### src/rtl/shift_seq_pkg.sv
// shift_seq_pkg: shared definitions for the shift/rotate sequencer.
//   - FSM state encoding (IDLE, PASS, SHIFT, DONE)
//   - rotate direction constants (DIR_R, DIR_L)
//   - default data and count widths
package shift_seq_pkg;

    localparam int unsigned WIDTH_DEF = 8;
    localparam int unsigned CNT_W_DEF = 3;

    typedef logic [1:0] state_t;

    localparam state_t ST_IDLE  = 2'd0;
    localparam state_t ST_PASS  = 2'd1;
    localparam state_t ST_SHIFT = 2'd2;
    localparam state_t ST_DONE  = 2'd3;

    localparam logic DIR_R = 1'b0;
    localparam logic DIR_L = 1'b1;

endpackage

### src/rtl/shift_seq_ctr.sv
// shift_seq_ctr: remaining-positions down-counter for shift_seq.
// Ports:
//   clk, rst_n  clock, asynchronous active-low reset
//   i_load      load i_cnt into the counter
//   i_dec       decrement by one (ignored while i_load is high)
//   i_cnt       shift amount to load
//   o_last      remaining == 1, i.e. the current SHIFT cycle is the final one
module shift_seq_ctr #(
    parameter int unsigned CNT_W = 3
) (
    input  logic             clk,
    input  logic             rst_n,
    input  logic             i_load,
    input  logic             i_dec,
    input  logic [CNT_W-1:0] i_cnt,
    output logic             o_last
);

    logic [CNT_W-1:0] r_rem;

    always_ff @(posedge clk or negedge rst_n) begin
        if (!rst_n) begin
            r_rem <= '0;
        end else if (i_load) begin
            r_rem <= i_cnt;
        end else if (i_dec) begin
            r_rem <= r_rem - 1'b1;
        end
    end

    assign o_last = (r_rem == CNT_W'(1));

endmodule

### src/rtl/shift_seq.sv
// shift_seq: multi-cycle shift/rotate sequencer driving an external combinational shifter.
// The working register is sent to the shifter on o_a, and the shifter result (i_w, i_cf_in)
// is reloaded once per cycle, so an N-position rotate takes N passes.
// Ports:
//   clk, rst_n              clock, asynchronous active-low reset
//   i_start, i_dir, i_cnt   request, direction (0 right, 1 left), shift amount
//   i_din                   operand, latched on accepted start
//   i_w, i_cf_in            shifter result and carry
//   o_a                     operand to shifter (working register)
//   o_fbus/o_frbus/o_flbus  pass / rotate-right / rotate-left selects
//   o_busy, o_done          handshake: busy outside IDLE, one-cycle done pulse
//   o_dout, o_cf            result word and carry flag
// Optional feature macro: SHIFT_SEQ_ARITH_EN adds i_arith (arithmetic right / logical left).
module shift_seq
    import shift_seq_pkg::*;
#(
    parameter int unsigned WIDTH = WIDTH_DEF,
    parameter int unsigned CNT_W = CNT_W_DEF
) (
    input  logic             clk,
    input  logic             rst_n,
    input  logic             i_start,
    input  logic             i_dir,
    input  logic [CNT_W-1:0] i_cnt,
    input  logic [WIDTH-1:0] i_din,
`ifdef SHIFT_SEQ_ARITH_EN
    input  logic             i_arith,
`endif
    input  logic [WIDTH-1:0] i_w,
    input  logic             i_cf_in,
    output logic [WIDTH-1:0] o_a,
    output logic             o_fbus,
    output logic             o_frbus,
    output logic             o_flbus,
    output logic             o_busy,
    output logic             o_done,
    output logic [WIDTH-1:0] o_dout,
    output logic             o_cf
);

    state_t           r_state;
    state_t           w_state_nxt;
    logic [WIDTH-1:0] r_work;
    logic             r_cf;
    logic             r_dir;
    logic [WIDTH-1:0] w_shift_val;
    logic             w_ctr_load;
    logic             w_ctr_dec;
    logic             w_last;

`ifdef SHIFT_SEQ_ARITH_EN
    logic r_arith;
`endif

    shift_seq_ctr #(
        .CNT_W (CNT_W)
    ) u_ctr (
        .clk    (clk),
        .rst_n  (rst_n),
        .i_load (w_ctr_load),
        .i_dec  (w_ctr_dec),
        .i_cnt  (i_cnt),
        .o_last (w_last)
    );

    // Value loaded into the working register on a SHIFT cycle.
    always_comb begin
        w_shift_val = i_w;
`ifdef SHIFT_SEQ_ARITH_EN
        if (r_arith) begin
            if (r_dir == DIR_R) begin
                // Replace the rotated-in MSB with the old sign bit.
                w_shift_val = {r_work[WIDTH-1], i_w[WIDTH-2:0]};
            end else begin
                // Replace the rotated-in LSB with zero.
                w_shift_val = {i_w[WIDTH-1:1], 1'b0};
            end
        end
`endif
    end

    always_comb begin
        w_state_nxt = r_state;
        w_ctr_load  = 1'b0;
        w_ctr_dec   = 1'b0;
        case (r_state)
            ST_IDLE: begin
                if (i_start) begin
                    w_ctr_load  = 1'b1;
                    // cnt == 0 is a pure pass, never a full-width rotate.
                    w_state_nxt = (i_cnt == '0) ? ST_PASS : ST_SHIFT;
                end
            end
            ST_PASS: w_state_nxt = ST_DONE;
            ST_SHIFT: begin
                w_ctr_dec = 1'b1;
                if (w_last) begin
                    w_state_nxt = ST_DONE;
                end
            end
            ST_DONE: w_state_nxt = ST_IDLE;
            default: w_state_nxt = ST_IDLE;
        endcase
    end

    always_ff @(posedge clk or negedge rst_n) begin
        if (!rst_n) begin
            r_state <= ST_IDLE;
            r_work  <= '0;
            r_cf    <= 1'b0;
            r_dir   <= DIR_R;
`ifdef SHIFT_SEQ_ARITH_EN
            r_arith <= 1'b0;
`endif
        end else begin
            r_state <= w_state_nxt;
            case (r_state)
                ST_IDLE: begin
                    if (i_start) begin
                        r_work  <= i_din;
                        r_dir   <= i_dir;
`ifdef SHIFT_SEQ_ARITH_EN
                        r_arith <= i_arith;
`endif
                    end
                end
                ST_PASS: begin
                    r_work <= i_w;
                    r_cf   <= 1'b0;
                end
                ST_SHIFT: begin
                    r_work <= w_shift_val;
                    r_cf   <= i_cf_in;
                end
                default: ;
            endcase
        end
    end

    // Strobes decode from registered state only, so at most one is ever high.
    assign o_fbus  = (r_state == ST_PASS);
    assign o_frbus = (r_state == ST_SHIFT) && (r_dir == DIR_R);
    assign o_flbus = (r_state == ST_SHIFT) && (r_dir == DIR_L);
    assign o_busy  = (r_state != ST_IDLE);
    assign o_done  = (r_state == ST_DONE);
    assign o_a     = r_work;
    assign o_dout  = r_work;
    assign o_cf    = r_cf;

endmodule

### config.mk
export PLATFORM = sky130hd
export DESIGN_NAME = shift_seq
export DESIGN_NICKNAME = d
export VERILOG_FILES = /design/src/rtl/shift_seq_pkg.sv /design/src/rtl/shift_seq_ctr.sv /design/src/rtl/shift_seq.sv
export SDC_FILE = /design/constraint.sdc
export NUM_CORES = 1
export LEC_CHECK = 0
export ABC_CLOCK_PERIOD_IN_PS = 2700
export BUFFER_PORTS_ARGS = -buffer_cell sky130_fd_sc_hd__buf_4
export CORE_MARGIN = 3
export CORE_UTILIZATION = 40
export DETAILED_ROUTE_END_ITERATION = 6
export PLACE_DENSITY = 0.71
export SLEW_MARGIN = 5
export SYNTH_ARGS = -nofsm -noshare
export SYNTH_HDL_FRONTEND = slang
export SYNTH_SLANG_ARGS = --single-unit
### constraint.sdc
create_clock -name clk -period 2.7 [get_ports clk]
set_clock_uncertainty 0.1 [all_clocks]
set_input_delay 0 -clock clk [delete_from_list [all_inputs] [get_ports clk]]
set_output_delay 0 -clock clk [all_outputs]
set_load 0.005 [all_outputs]
* Yosys cells after proc, flatten, opt, wreduce, memory -nomap -nowiden
Index checks and enable logic that the tools add are counted.
** Word-level totals
- Register bits after elaboration :: 15
- Latch bits :: 0
- Memory bits (writable) :: 0
- Bits in read-only memories :: 0
- Input port bits :: 24
- Output and inout bits :: 22
- Logic and storage cells :: 37
- Memories :: 0
** Cells by class
- Add/subtract/negate cells :: 1
- $mul :: 0
- Divide/modulo/power cells :: 0
- Magnitude comparators :: 0
- Eq/ne operators :: 6
- Shifts and indexed selects :: 0
- Multiplexer cells :: 12
- Bitwise logic cells :: 1
- Reductions and logical operators :: 12
** Operators by type and width (count)
- $pmux 8 s2 :: 1
- $mux 8 :: 1
- $pmux 2 s4 :: 1
- $reduce_bool 2->1 :: 4
- $mux 2 :: 3
- $mux 3 :: 2
- $reduce_and 2->1 :: 3
- $eq 2x2->1 const B :: 2
- $eq 3x1->1 const B :: 1
- $logic_not 3->1 :: 1
- $mux 1 :: 3
- $sub 3x1->3 const B :: 1
- $eq 2x1->1 const B :: 1
- $logic_and 1x1->1 :: 2
- $logic_not 2->1 :: 1
- $ne 2x1->1 const B :: 1
- $ne 2x2->1 const B :: 1
- $pmux 1 s2 :: 1
- $reduce_or 2->1 :: 1
- $not 1->1 :: 1

* Logic depth before layout (Yosys ltp)
- Depth after elaboration :: 4
- Depth in mapped cells :: 7

* Hierarchy
From an unflattened synthesis, not the netlist that was laid out.
** Second synthesis, totals
- Cells, all modules :: 101
- Area total of the unflattened synthesis :: 1001.0 um^2
** By module, submodules not included
- shift_seq :: times used 1, cells each 82, area an instance 807.0 um^2, sequential area each 300.3 um^2
- shift_seq_ctr :: times used 1, cells each 19, area an instance 193.9 um^2, sequential area each 75.1 um^2

* Least setup slack after synthesis
OpenSTA, ideal clock, no wires.
- Path type :: flip-flop to flip-flop
- Start :: register r_state[0]
- End :: register r_work[0], in the netlist o_a[0]
- Library setup time :: 126 ps
- Arrival time :: 1464 ps
- Setup slack :: 1010 ps
- Cell stages (with the launch flop) :: 8
- Path through :: dfrtp_1 -> inv_1 -> ha_1 -> nor2b_2 -> buf_4 -> nor2b_1 -> buf_6 -> a221o_1
** Between the ends
- Cells in the longest elaborated chain, start to end :: 4
- Elaborated cells on any way between the ends :: 8
** RTL lines
- start, declared :: line shift_seq.sv:41 : state_t r_state;
- start signal, assigned :: line shift_seq.sv:116 : r_state <= w_state_nxt;
- $eq 2x1->1 / $eq 2x2->1 (equally long branches) :: line shift_seq.sv:117 : case (r_state)
- $reduce_or 2->1 (no line)
- $reduce_bool 2->1 (no line)
- $reduce_and 2->1 (no line)
- end signal, assigned :: line shift_seq.sv:120 : r_work <= i_din;
- end signal, assigned :: line shift_seq.sv:128 : r_work <= i_w;
- end signal, assigned :: line shift_seq.sv:132 : r_work <= w_shift_val;
- end, declared :: line shift_seq.sv:43 : logic [WIDTH-1:0] r_work;
Several ways; a longest one is shown, not always the timed one.
A chain may end at the register's enable or synchronous reset.

* Final worst setup path
- Start :: register r_state[0]
- End :: register r_work[7], in the netlist o_a[7]
The elaborated chain is that of the path after synthesis.

==> impl_metrics.env <==
export IMPL_drt_iter0_markers=15
export IMPL_fin_nets=184
export IMPL_tightest_slew_ps=535
export IMPL_overflow=0
export IMPL_syn_cell_area_um2=970
export IMPL_p_per_area_nw_per_um2=1070
export IMPL_drc_errors=0
export IMPL_num_antenna_cells=0
export IMPL_ant_nets=0
export IMPL_fin_tns_setup_ps=0
export IMPL_place_congestion=0.811
export IMPL_hold_viol=0
export IMPL_antenna_found_initial=0
export IMPL_initial_core_util=0.430
export IMPL_status="finished, final reports clean"
export IMPL_clockBufferDepth=2
export IMPL_vias_per_cell=4.90
export IMPL_end_kind="register"
export IMPL_rsz0062_at_grt="no"
export IMPL_slew_violations=0
export IMPL_yosysSeqAreaShare=0.387
export IMPL_ys_warn_count=0
export IMPL_multi_input_area_um2=479
export IMPL_worst_ep_required_time_ps=2760
export IMPL_clk_latency_ps=280
export IMPL_rows=17
export IMPL_pin_count=46
export IMPL_hpwlAfterDp_um=1750
export IMPL_maxCapViolations=0
export IMPL_seq_area_um2=375
export IMPL_vias=877
export IMPL_worstSetupStartpointType="register"
export IMPL_die_y_um=55.2
export IMPL_cts_resized=0
export IMPL_cts_sinks=15
export IMPL_cts_made_buffers=3
export IMPL_power_mw=1.52
export IMPL_min_period_ps=2110
export IMPL_grt_max_degree=18
export IMPL_power_leakage_nw=0.689
export IMPL_crit_arrival_ps=2180
export IMPL_setup_viol=0
export IMPL_dieArea_um2=3050
export IMPL_drive_above_1_share=0.344
export IMPL_slew_headroom=0.643
export IMPL_area_growth_pct=46.8
export IMPL_finalWirelength_um=2390
export IMPL_min_period_over_period=0.783
export IMPL_htree_levels=1
export IMPL_clkTransAtPathRegs_ps=90
export IMPL_clock_fmax_ghz=0.473
export IMPL_crit_type="reg -> reg"
export IMPL_final_cell_area_um2=1420
export IMPL_synth_cell_types=24
export IMPL_min_path_type="in -> async"
export IMPL_die_w_um=55.2
export IMPL_postCtsSetupRepairBufs=0
export IMPL_cts_tree="yes"
export IMPL_grt_pass1_vias=906
export IMPL_gr_usage_all_layers=0.161
export IMPL_core_um2=2250
export IMPL_portBuffers=45
export IMPL_holdBufCountCts=14
export IMPL_synth_seq_cells=15
export IMPL_crit_fanout=17
export IMPL_grt_pass1_wl_um=4050
export IMPL_root_buffer="clkbuf_4"
export IMPL_fillCellCount=206
export IMPL_syn_avg_cell_area_um2=9.70
export IMPL_drtPass1Iterations=4
export IMPL_dpl_cell_area_um2=1260
export IMPL_ir_drop_uv=721
export IMPL_synth_fp_nets=132
export IMPL_routedWlPerCell_um=13.3
export IMPL_synthCells=100
-- cells by family (layout without fill, tap and decap cells) --
kind of cell,count (synthesis),after routing,share of synthesized area
and+or+nand+nor,30,30,0.169
DFF,15,15,0.387
AOI/OAI and AO/OA,22,22,0.159
adders and majority gates,8,8,0.103
xor gates and xnor gates,2,2,0.0181
muxes,4,4,0.0452
buffers and inverters,19,70,0.119
-- flip-flops by register name (all words and copies together) (netlist names) --
register and cells:
o_a 8, u_ctr.r_rem 3, r_state 2, o_cf 1
r_dir 1
-- critical path, cell delays in order, from the launching register on --
cell	delay, ps
dfrtp_1	420
inv_1	150
ha_1	160
buf_4	180
nor2b_2	420
nor2b_1	230
a221o_1	330
-- final cells by class --
cell class              instances  area share
clock buffers                   4      0.0185
multi-input cells              66       0.337
inverters                       6      0.0158
well taps                      28      0.0246
repair buffers                 60       0.341
flip-flops and latches         15       0.264
-- report_power, final --
part	internal [mW]	leakage, nW	switching, mW	total [mW]
Combinational	0.523	0.494	0.420	0.943
Sequential	0.344	0.180	0.106	0.450
Clock	0.0572	0.0150	0.0690	0.126
-- synthesized netlist by cell type, drive strengths merged --
| cell | n | share of area |
|---|---|---|
| xor2 | 1 | 0.0090 |
| a21oi | 13 | 0.071 |
| nand2 | 2 | 0.0077 |
| xnor2 | 1 | 0.0090 |
| nand2b | 9 | 0.058 |
| nor2b | 3 | 0.022 |
| inv | 6 | 0.023 |
| o21ai | 1 | 0.0052 |
| ha | 8 | 0.10 |
| nor2 | 5 | 0.019 |
| a221o | 8 | 0.083 |
| mux2 | 3 | 0.035 |
| dfrtp | 15 | 0.39 |
| nand3 | 9 | 0.046 |
| nor4b | 1 | 0.0090 |
| clkbuf | 1 | 0.0039 |
| mux2i | 1 | 0.010 |
| and2 | 1 | 0.0065 |
| buf | 12 | 0.092 |
-- routing by layer --
layer,up-vias,global-route usage,wire length [um]
li1,442,-,-
met1,398,0.200,1080
met2,35,0.275,1110
met3,2,0.0374,185
met4,0,0.0521,8
met5,-,0,0
-- final timing paths --
| kind | depth (start not counted) | to | start | slack, ps |
|---|---|---|---|---|
| min reg2reg | 2 | o_cf | o_cf | 430 |
| max reg2reg | 6 | o_a[7] | r_state[0] | 590 |
| max | 6 | o_a[7] | r_state[0] | 590 |
| min in group clk | 4 | o_a[3] | i_din[3] | 10 |
| min | 2 | o_a[1] | rst_n | 8 |
| max in group asynchronous | 2 | o_cf | rst_n | 2320 |
-- placed cells by master (no fill, tap or decap) --
cell type,instances
nor2_1,5
clkbuf_1,1
a21oi_2,1
nor2b_2,1
mux2i_1,1
clkbuf_4,3
inv_1,6
nor2b_1,2
and2_1,1
xor2_1,1
xnor2_1,1
nand2b_1,9
mux2_1,2
nor4b_1,1
o21ai_0,1
a21oi_1,12
ha_1,8
mux2_2,1
dfrtp_1,15
dlygate4sd3_1,14
nand2_1,2
nand3_1,9
a221o_1,8
buf_4,46
-- through the flow --
step | std cells | hold slack, ps | setup WS, ps | utilization
after CTS | 179 | 3.38 | 572 | 0.632
final | 179 | 7.73 | 587 | 0.632
after floorplan | 100 | -396 | 1010 | -
after global routing | 179 | 12.9 | 435 | 0.632
after global placement | 161 | -233 | 686 | 0.558
after detailed placement | 161 | -233 | 604 | 0.558
Power figures use the tool's default switching activity.
